===== src/rtl/bsg_manycore_pkt_encode_pkg.sv =====
// Shared definitions for the manycore packet encoder.
//   pkt_op_e    : opcode carried in every packet
//   pkt_width_f : encoded packet width for a given parameter set
package bsg_manycore_pkt_encode_pkg;

   typedef enum logic [1:0] {
      e_op_load   = 2'b00,
      e_op_store  = 2'b01,
      e_op_config = 2'b10
   } pkt_op_e;

   function automatic int pkt_width_f(input int x_w, input int y_w,
                                      input int data_w, input int addr_w);
      return addr_w + 2 + data_w/8 + data_w + 2*(x_w + y_w);
   endfunction

endpackage


===== src/rtl/bsg_manycore_pkt_fifo.sv =====
// Small synchronous FIFO holding encoded packets.
//   clk_i, reset_n_i  : clock, synchronous active-low reset (empties the FIFO)
//   v_i/ready_o/data_i: enqueue side; ready_o is low while full or in reset
//   v_o/ready_i/data_o: dequeue side; data_o is the head entry
// els must be a power of two so the pointers wrap by natural overflow.
module bsg_manycore_pkt_fifo
   import bsg_manycore_pkt_encode_pkg::*;
#(
   parameter int width = 76,
   parameter int els   = 2
)(
   input  logic             clk_i,
   input  logic             reset_n_i,
   input  logic             v_i,
   output logic             ready_o,
   input  logic [width-1:0] data_i,
   output logic             v_o,
   input  logic             ready_i,
   output logic [width-1:0] data_o
);

   localparam int ptr_w_lp = (els > 1) ? $clog2(els) : 1;
   localparam int cnt_w_lp = ptr_w_lp + 1;
   localparam logic [cnt_w_lp-1:0] els_lp = cnt_w_lp'(els);

   logic [width-1:0]    mem_q [els];
   logic [width-1:0]    mem_d [els];
   logic [ptr_w_lp-1:0] rd_ptr_q, rd_ptr_d;
   logic [ptr_w_lp-1:0] wr_ptr_q, wr_ptr_d;
   logic [cnt_w_lp-1:0] count_q, count_d;
   logic                enq, deq;

   assign ready_o = reset_n_i & (count_q != els_lp);
   assign v_o     = reset_n_i & (count_q != '0);
   assign data_o  = mem_q[rd_ptr_q];
   assign enq     = v_i & ready_o;
   assign deq     = v_o & ready_i;

   always_comb begin
      mem_d    = mem_q;
      rd_ptr_d = rd_ptr_q;
      wr_ptr_d = wr_ptr_q;
      count_d  = count_q;
      if (enq) begin
         mem_d[wr_ptr_q] = data_i;
         wr_ptr_d        = ptr_w_lp'(wr_ptr_q + 1'b1);
      end
      if (deq) begin
         rd_ptr_d = ptr_w_lp'(rd_ptr_q + 1'b1);
      end
      if (enq & ~deq) begin
         count_d = count_q + 1'b1;
      end else if (deq & ~enq) begin
         count_d = count_q - 1'b1;
      end
   end

   always_ff @(posedge clk_i) begin
      if (!reset_n_i) begin
         rd_ptr_q <= '0;
         wr_ptr_q <= '0;
         count_q  <= '0;
      end else begin
         rd_ptr_q <= rd_ptr_d;
         wr_ptr_q <= wr_ptr_d;
         count_q  <= count_d;
      end
   end

   // Storage needs no reset: an entry is only read after being written.
   always_ff @(posedge clk_i) begin
      mem_q <= mem_d;
   end

endmodule


===== src/rtl/bsg_manycore_pkt_encode_buffered.sv =====
// Encodes remote load/store requests into manycore packets and queues them
// behind a credit-limited output port.
//   clk_i, reset_n_i       : clock, synchronous active-low reset
//   v_i/ready_o            : request handshake; local requests are swallowed
//   addr_i/data_i/mask_i/we_i, my_x_i/my_y_i : request fields, source coords
//   v_o/ready_i/data_o     : packet handshake and encoded packet
//   credit_return_i        : one-cycle pulse returning one credit
//   out_credits_o, idle_o, error_o : credit count, idle, sticky overflow
module bsg_manycore_pkt_encode_buffered
   import bsg_manycore_pkt_encode_pkg::*;
#(
   parameter int x_cord_width_p    = 4,
   parameter int y_cord_width_p    = 5,
   parameter int data_width_p      = 32,
   parameter int addr_width_p      = 20,
   parameter int els_p             = 2,
   parameter int max_out_credits_p = 16
)(
   input  logic                          clk_i,
   input  logic                          reset_n_i,
   input  logic                          v_i,
   output logic                          ready_o,
   input  logic [31:0]                   addr_i,
   input  logic [data_width_p-1:0]       data_i,
   input  logic [data_width_p/8-1:0]     mask_i,
   input  logic                          we_i,
   input  logic [x_cord_width_p-1:0]     my_x_i,
   input  logic [y_cord_width_p-1:0]     my_y_i,
   output logic                          v_o,
   input  logic                          ready_i,
   output logic [addr_width_p+2+data_width_p/8+data_width_p
                 +2*(x_cord_width_p+y_cord_width_p)-1:0] data_o,
   input  logic                          credit_return_i,
   output logic [7:0]                    out_credits_o,
   output logic                          idle_o,
   output logic                          error_o
);

   localparam int pw_lp = pkt_width_f(x_cord_width_p, y_cord_width_p,
                                      data_width_p, addr_width_p);
   localparam int dx_lsb_lp = addr_width_p + 2;
   localparam int dy_lsb_lp = dx_lsb_lp + x_cord_width_p;
   localparam logic [7:0] max_credits_lp = 8'(max_out_credits_p);

   logic                    remote;
   pkt_op_e                 op;
   logic [addr_width_p-1:0] pkt_addr;
   logic [pw_lp-1:0]        pkt;
   logic                    fifo_v_lo, fifo_ready_lo;
   logic                    have_credit, deq;
   logic [7:0]              credits_q, credits_d;
   logic                    error_q, error_d;
   logic [31:0]             unused_addr;

   assign unused_addr = addr_i;
   assign remote      = addr_i[31];

   always_comb begin
      op = e_op_load;
      if (we_i) begin
         op = addr_i[addr_width_p+1] ? e_op_config : e_op_store;
      end
   end

   // Word address is one bit narrower than the field; pad at the MSB.
   assign pkt_addr = {1'b0, addr_i[addr_width_p:2]};
   assign pkt = {pkt_addr, op, mask_i, data_i, my_y_i, my_x_i,
                 addr_i[dy_lsb_lp +: y_cord_width_p],
                 addr_i[dx_lsb_lp +: x_cord_width_p]};

   bsg_manycore_pkt_fifo #(
      .width (pw_lp),
      .els   (els_p)
   ) fifo (
      .clk_i     (clk_i),
      .reset_n_i (reset_n_i),
      .v_i       (v_i & remote),
      .ready_o   (fifo_ready_lo),
      .data_i    (pkt),
      .v_o       (fifo_v_lo),
      .ready_i   (ready_i & have_credit),
      .data_o    (data_o)
   );

   // Local requests are always taken (outside reset) and dropped.
   assign ready_o     = remote ? fifo_ready_lo : reset_n_i;
   assign have_credit = (credits_q != 8'd0);
   assign v_o         = fifo_v_lo & have_credit;
   assign deq         = v_o & ready_i;

   always_comb begin
      credits_d = credits_q;
      error_d   = error_q;
      if (deq & ~credit_return_i) begin
         credits_d = credits_q - 8'd1;
      end else if (credit_return_i & ~deq) begin
         if (credits_q == max_credits_lp) begin
            error_d = 1'b1;
         end else begin
            credits_d = credits_q + 8'd1;
         end
      end
   end

   always_ff @(posedge clk_i) begin
      if (!reset_n_i) begin
         credits_q <= max_credits_lp;
         error_q   <= 1'b0;
      end else begin
         credits_q <= credits_d;
         error_q   <= error_d;
      end
   end

   assign out_credits_o = credits_q;
   assign error_o       = error_q;
   assign idle_o        = ~fifo_v_lo & (credits_q == max_credits_lp);

endmodule


===== config.mk =====
export PLATFORM = sky130hd
export DESIGN_NAME = bsg_manycore_pkt_encode_buffered
export DESIGN_NICKNAME = d
export VERILOG_FILES = /design/src/rtl/bsg_manycore_pkt_encode_pkg.sv /design/src/rtl/bsg_manycore_pkt_fifo.sv /design/src/rtl/bsg_manycore_pkt_encode_buffered.sv
export SDC_FILE = /design/constraint.sdc
export NUM_CORES = 1
export LEC_CHECK = 0
export BUFFER_PORTS_ARGS = -buffer_cell sky130_fd_sc_hd__clkbuf_2
export CAP_MARGIN = 0
export CORE_ASPECT_RATIO = 2
export CORE_UTILIZATION = 49
export DETAILED_ROUTE_END_ITERATION = 8
export PLACE_DENSITY = 0.74
export SYNTH_ARGS = -nofsm -noshare
export SYNTH_HDL_FRONTEND = slang
export SYNTH_SLANG_ARGS = --single-unit

===== constraint.sdc =====
create_clock -name clk_i -period 14.38 [get_ports clk_i]
set_input_delay 0.719 -clock clk_i [delete_from_list [all_inputs] [get_ports clk_i]]
set_output_delay 0.719 -clock clk_i [all_outputs]
set_load 0.01 [all_outputs]

---- Yosys cells after proc, flatten, opt, wreduce, memory -nomap -nowiden ----
Cells that the tools add are included.
Widths: inputs -> output; s select.
word-level totals
  logic and storage cells ................. 61
  input port bits ......................... 83
  flip-flop bits (word level) ............. 165
operators by class
  equality and inequality tests ........... 3
  magnitude comparators ................... 3
  reduce and logical (&&, ||, !) cells .... 7
  bitwise operators ....................... 21
  multiplexer cells ....................... 14
  add/sub/neg operators ................... 6
operators by type and width
  cell                 number
  $mux 76              4
  $bwmux 152           1
  $demux 76 s1         1
  $mux 8               3
  $and 1x1->1          13
  $add 8x1->8 const B  1
  $eq 8x5->1 const B   1
  $mux 2               4
  $reduce_bool 8->1    1
  $sub 8x1->8 const B  1
  $not 1->1            6
  $reduce_bool 2->1    3
  $ge 2x2->1 const B   2
  $ne 2x2->1 const B   2
  $not 1->2            2
  $reduce_and 3->1     1
  $add 1x1->1 const B  2
  $add 2x1->2 const B  1
  $lt 2x1->1 const B   1
  $reduce_and 2->1     1
  $sub 2x1->2 const B  1
  $logic_and 1x1->1    1
  $mux 1               1

---- Depth between registers and ports, before layout ----
  depth after elaboration ................. 8
  gate-level depth with buffers ........... 12

---- By module ----
Synthesis repeated with hierarchy kept, for this count alone.
second synthesis, totals
  cells, all modules ...................... 352
  area, all modules ....................... 6608.8 um2
by module, submodules not included
  module                            times used  area an instance (um2)  cells each
  bsg_manycore_pkt_fifo             1           5829.3                  263
  bsg_manycore_pkt_encode_buffered  1           779.5                   89

---- Worst setup path before layout ----
OpenSTA, ideal clock, no wires.
  path kind ............................... in2reg
  from .................................... input port reset_n_i
  to ...................................... register fifo.mem_q[100] (netlist bit), enable pin
  data arrival time ....................... 6.232 ns
  slack ................................... 7.545 ns
  stages .................................. 3
  data required time ...................... 13.777 ns
  buffers on the path ..................... 1
  library setup time ...................... 0.603 ns
  path through ............................ clkbuf_1 -> nand3_1 -> nor3_1
between the ends
  cells in the longest elaborated chain, start to end .. 2
ends and longest elaborated chain
  item                  RTL line                                source
  from (decl)           bsg_manycore_pkt_encode_buffered.sv:20  input logic reset_n_i,
  $and 1x1->1           bsg_manycore_pkt_fifo.sv:33             assign ready_o = reset_n_i & (count_q != els_lp);
  $and 1x1->1           bsg_manycore_pkt_fifo.sv:36             assign enq = v_i & ready_o;
  to (signal assigned)  bsg_manycore_pkt_fifo.sv:72             mem_q <= mem_d;
  to (decl)             bsg_manycore_pkt_fifo.sv:26             logic [width-1:0] mem_q [els];
Every way passes these cells.
A chain may end at the register's enable or synchronous reset.

---- Worst setup path in the final report ----
  from .................................... register credits_q[0], in the netlist out_credits_o[0]
  to ...................................... register credits_q[7], in the netlist out_credits_o[7]
between the ends
  cells in the longest elaborated chain, start to end .. 7
ends and longest elaborated chain
  item                                                 RTL line                                 source
  from (decl)                                          bsg_manycore_pkt_encode_buffered.sv:51   logic [7:0] credits_q, credits_d;
  from (signal assigned)                               bsg_manycore_pkt_encode_buffered.sv:107  credits_q <= max_credits_lp;
  from (signal assigned)                               bsg_manycore_pkt_encode_buffered.sv:110  credits_q <= credits_d;
  branches (longest 7 deep; another with $add 8x1->8)  -
Several ways; the timed one is not identified. The select of a mux whose other input is x is not followed.

==> summary.txt <==
Final layout
  • Nets@finish: around 610
  • Antenna cell count: 0
  • Fraction of layout cells with a size suffix above 1: 52.3%
  • Fillers: between 900 and 1,000
  • Synthesis-to-finish area growth: 25.0%
  • Final Util: a little over three fifths

STA
  • Post-route clock period utilization: ~23%
  • Worst Max-Slew Pin Slew: between 1 and 1.5 ns
  • RSZ-0062 raised after global routing: false
  • Final setup violation count: 0
  • Fin. max-slew vios: 0
  • F_max: 305 MHz
  • Final Hold Fails: 0
  • Slew margin rel.: between 20% and 30%
  • Final Skew: 0.00755 ns
  • Minimum clock period: around 3.3 ns
  • Sum of negative setup slack: 0 ns

GRT
  • Number of global-route vias before repair: 3,752
  • First-pass GRT wire length: 17,500 um
  • Largest net degree at the start of global routing: 77
  • Initial antenna violation count: 0
  • Grt total ovfl: 0
  • Total Routing Usage GR: between 15 and 20%

Routing
  • Via/cell ratio: between 5 and 6
  • Routed WL: around 12,000 um
  • Pre-antenna DRT Iters: 4
  • Post-route ant nets: 0
  • Routed wire per std cell: around 17 um
  • Via count: between 3,000 and 4,000
  • # DRC: 0
  • Initial DRC count: 106

Worst hold path
  • HP Start: out_credits_o[7]
  • Hold Crit Depth: 2
  • Hold Crit Endpoint: out_credits_o[7]
  • Worst hold path type: reg2reg

Die
  • IO Count: 171
  • Die Height: between 150 and 200 um
  • Die width: roughly 80 um
  • Die Area: approximately 0.013 sq mm
  • Core Region: roughly 0.013 sq mm
  • Cell Rows: 58
  • Initial Util: between 50% and 60%

Placement
  • Number of port buffers: around 170
  • DP HPWL: between 7000 and 8000 um
  • Placer Congestion: roughly 0.86

Clocking
  • Worst-case clock buffer depth: 2
  • Inserted Clock Buffers: 17
  • CTS tree: done
  • Worst skew pair latency: around 0.41 ns
  • Reg clk slew, reported paths: about 0.060 ns
  • Clk sink count: between 150 and 200
  • CTS resizes: 0
  • H-Tree Depth: 4
  • Root Driver: clkbuf_16
  • CTS Hold Buffers Added: 0
  • Setup Buffers After CTS: 0

Setup path
  • Crit-path cells: or4_4, nor3_1, nor2_1, ha_1, ha_1, a211oi_1, nor3_1, a211oi_1, mux2_2, mux2i_1
  • Reg2reg end: out_credits_o[7]
  • R2R depth: 10
  • CP Max Fanout: 8
  • Setup Crit Path Kind: reg2reg
  • WP data arrival: about 3.6 ns
  • Critical Path Slowest Stage Cell: or4_4
  • Crit start category: register
  • Endpoint type of the worst setup path: register
  • Critical Path RT: around 15 ns
  • Reg-to-Reg Start: out_credits_o[0]
  • Max incr delay on CP: about 0.58 ns
  • Register-to-register setup slack: around 11 ns

Logic synthesis
  • Synth top area share: roughly 70%
  • Most numerous cell in the Yosys netlist: edfxtp_1
  • Commonest cells in the netlist: edfxtp_1, mux2_2, dfxtp_1, ha_1, inv_1
  • Ys Warns: 0
  • Leading area contributor after synthesis: edfxtp_1
  • Distinct cell type count after synthesis: 36
  • Dominant synthesized flop cell: edfxtp_1
  • Top area cells in the synthesized netlist: edfxtp_1, mux2_2, dfxtp_1, ha_1, nor2b_1
  • Post-synthesis net count: 437
  • Post-Syn Area per Cell: about 18 sq um
  • Post-synthesis async set-or-reset flop share: 0%
  • Cells after Synth: roughly 340
  • Sequential area share after synthesis: around 75%
  • Yosys reg bits: around 160
  • Post-synth EDFFs: 150
  • Mapped Area: ~0.0063 sq mm

Flow run
  • Max cap viols: 0

Power
  • Maximum vdd drop: roughly 0.096 mV
  • Lkg Pwr: around 0.0030 uW
  • P per Cell Area: approximately 140 mW/mm^2

Run status
  • Status: finished clean
## critical path, delay by kind of cell, from the launching register on
family / cells / cell delay, ns
flip-flops: 1 / 0.36
adder cells (fa/ha/maj): 2 / 0.65
AO/OA/AOI/OAI: 2 / 0.59
multiplexers: 2 / 0.50
AND/OR/NAND/NOR: 4 / 1.07
## report_power, final
group / internal (uW) / total, uW / switching [uW]
registers: 536 / 554 / 18.0
clock network: 258 / 436 / 178
logic: 70.6 / 143 / 72.4
## worst max path at each step
stage | cells past startpoint | end | startpoint
after floorplan | 3 | fifo.mem_q[100] | reset_n_i
after global placement | 11 | out_credits_o[7] | reset_n_i
after detailed placement | 11 | out_credits_o[7] | reset_n_i
after CTS | 10 | out_credits_o[7] | out_credits_o[0]
after global routing | 10 | out_credits_o[7] | out_credits_o[0]
final | 10 | out_credits_o[7] | out_credits_o[0]
## metal layers
| metal | GRT usage (%) | wire (um) |
|---|---|---|
| met1 | 16.3 | 3880 |
| met2 | 35.0 | 6930 |
| met3 | 3.81 | 449 |
| met4 | 10.6 | 459 |
| met5 | 0 | 0 |
## cell usage in the layout (no fill, tap or decap), types with 7 or more instances in the layout
cell         n
clkbuf_16   17
clkbuf_2   167
dfxtp_1     12
edfxtp_1   150
ha_1         9
inv_1        9
mux2_2      76
nand2_1      7
nor2b_1      7
## flip-flops by register name, indices dropped and copies added, names as in the netlist
register / cells
fifo.wr_ptr_q: 1
fifo.rd_ptr_q: 1
fifo.mem_q: 150
out_credits_o: 8
fifo.count_q: 2
error_o: 1
## cells by family (layout without fill, tap and decap cells)
group,count (synthesis),in the layout,synth area share (%)
adders and majority gates,10,10,2.10
muxes,79,79,14.0
AOI/OAI and AO/OA,26,26,2.75
buffers and inverters,20,209,1.25
other,1,1,0.0594
DFF,163,163,75.4
xor gates and xnor gates,7,7,0.971
and+or+nand+nor,38,38,3.43
## stage by stage
| stage | cells | worst slack [ns] | hold slack [ns] | total power [uW] | instance area (sq um) |
|---|---|---|---|---|---|
| final | 683 | 11.11 | 0.491 | 1130 | 7900 |
| after global routing | 683 | 10.96 | 0.477 | 1180 | 7900 |
| after CTS | 683 | 11.12 | 0.475 | 1150 | 7900 |
| after detailed placement | 651 | 10.93 | 0.482 | 708 | 7310 |
| after global placement | 651 | 10.97 | 0.465 | 704 | 7310 |
| after floorplan | 344 | 7.54 | 0.483 | 654 | 6320 |
## final cells by class
class,count,area [sq um],area share (%)
sequential,163,4770,60.4
clock buffer,19,433,5.48
multi-input combinational,161,1480,18.8
tap,150,188,2.38
timing repair buffer,168,843,10.7
inverter,9,33.8,0.428
clock inverter,13,149,1.89
No activity file was read; power rests on OpenSTA's default activity.
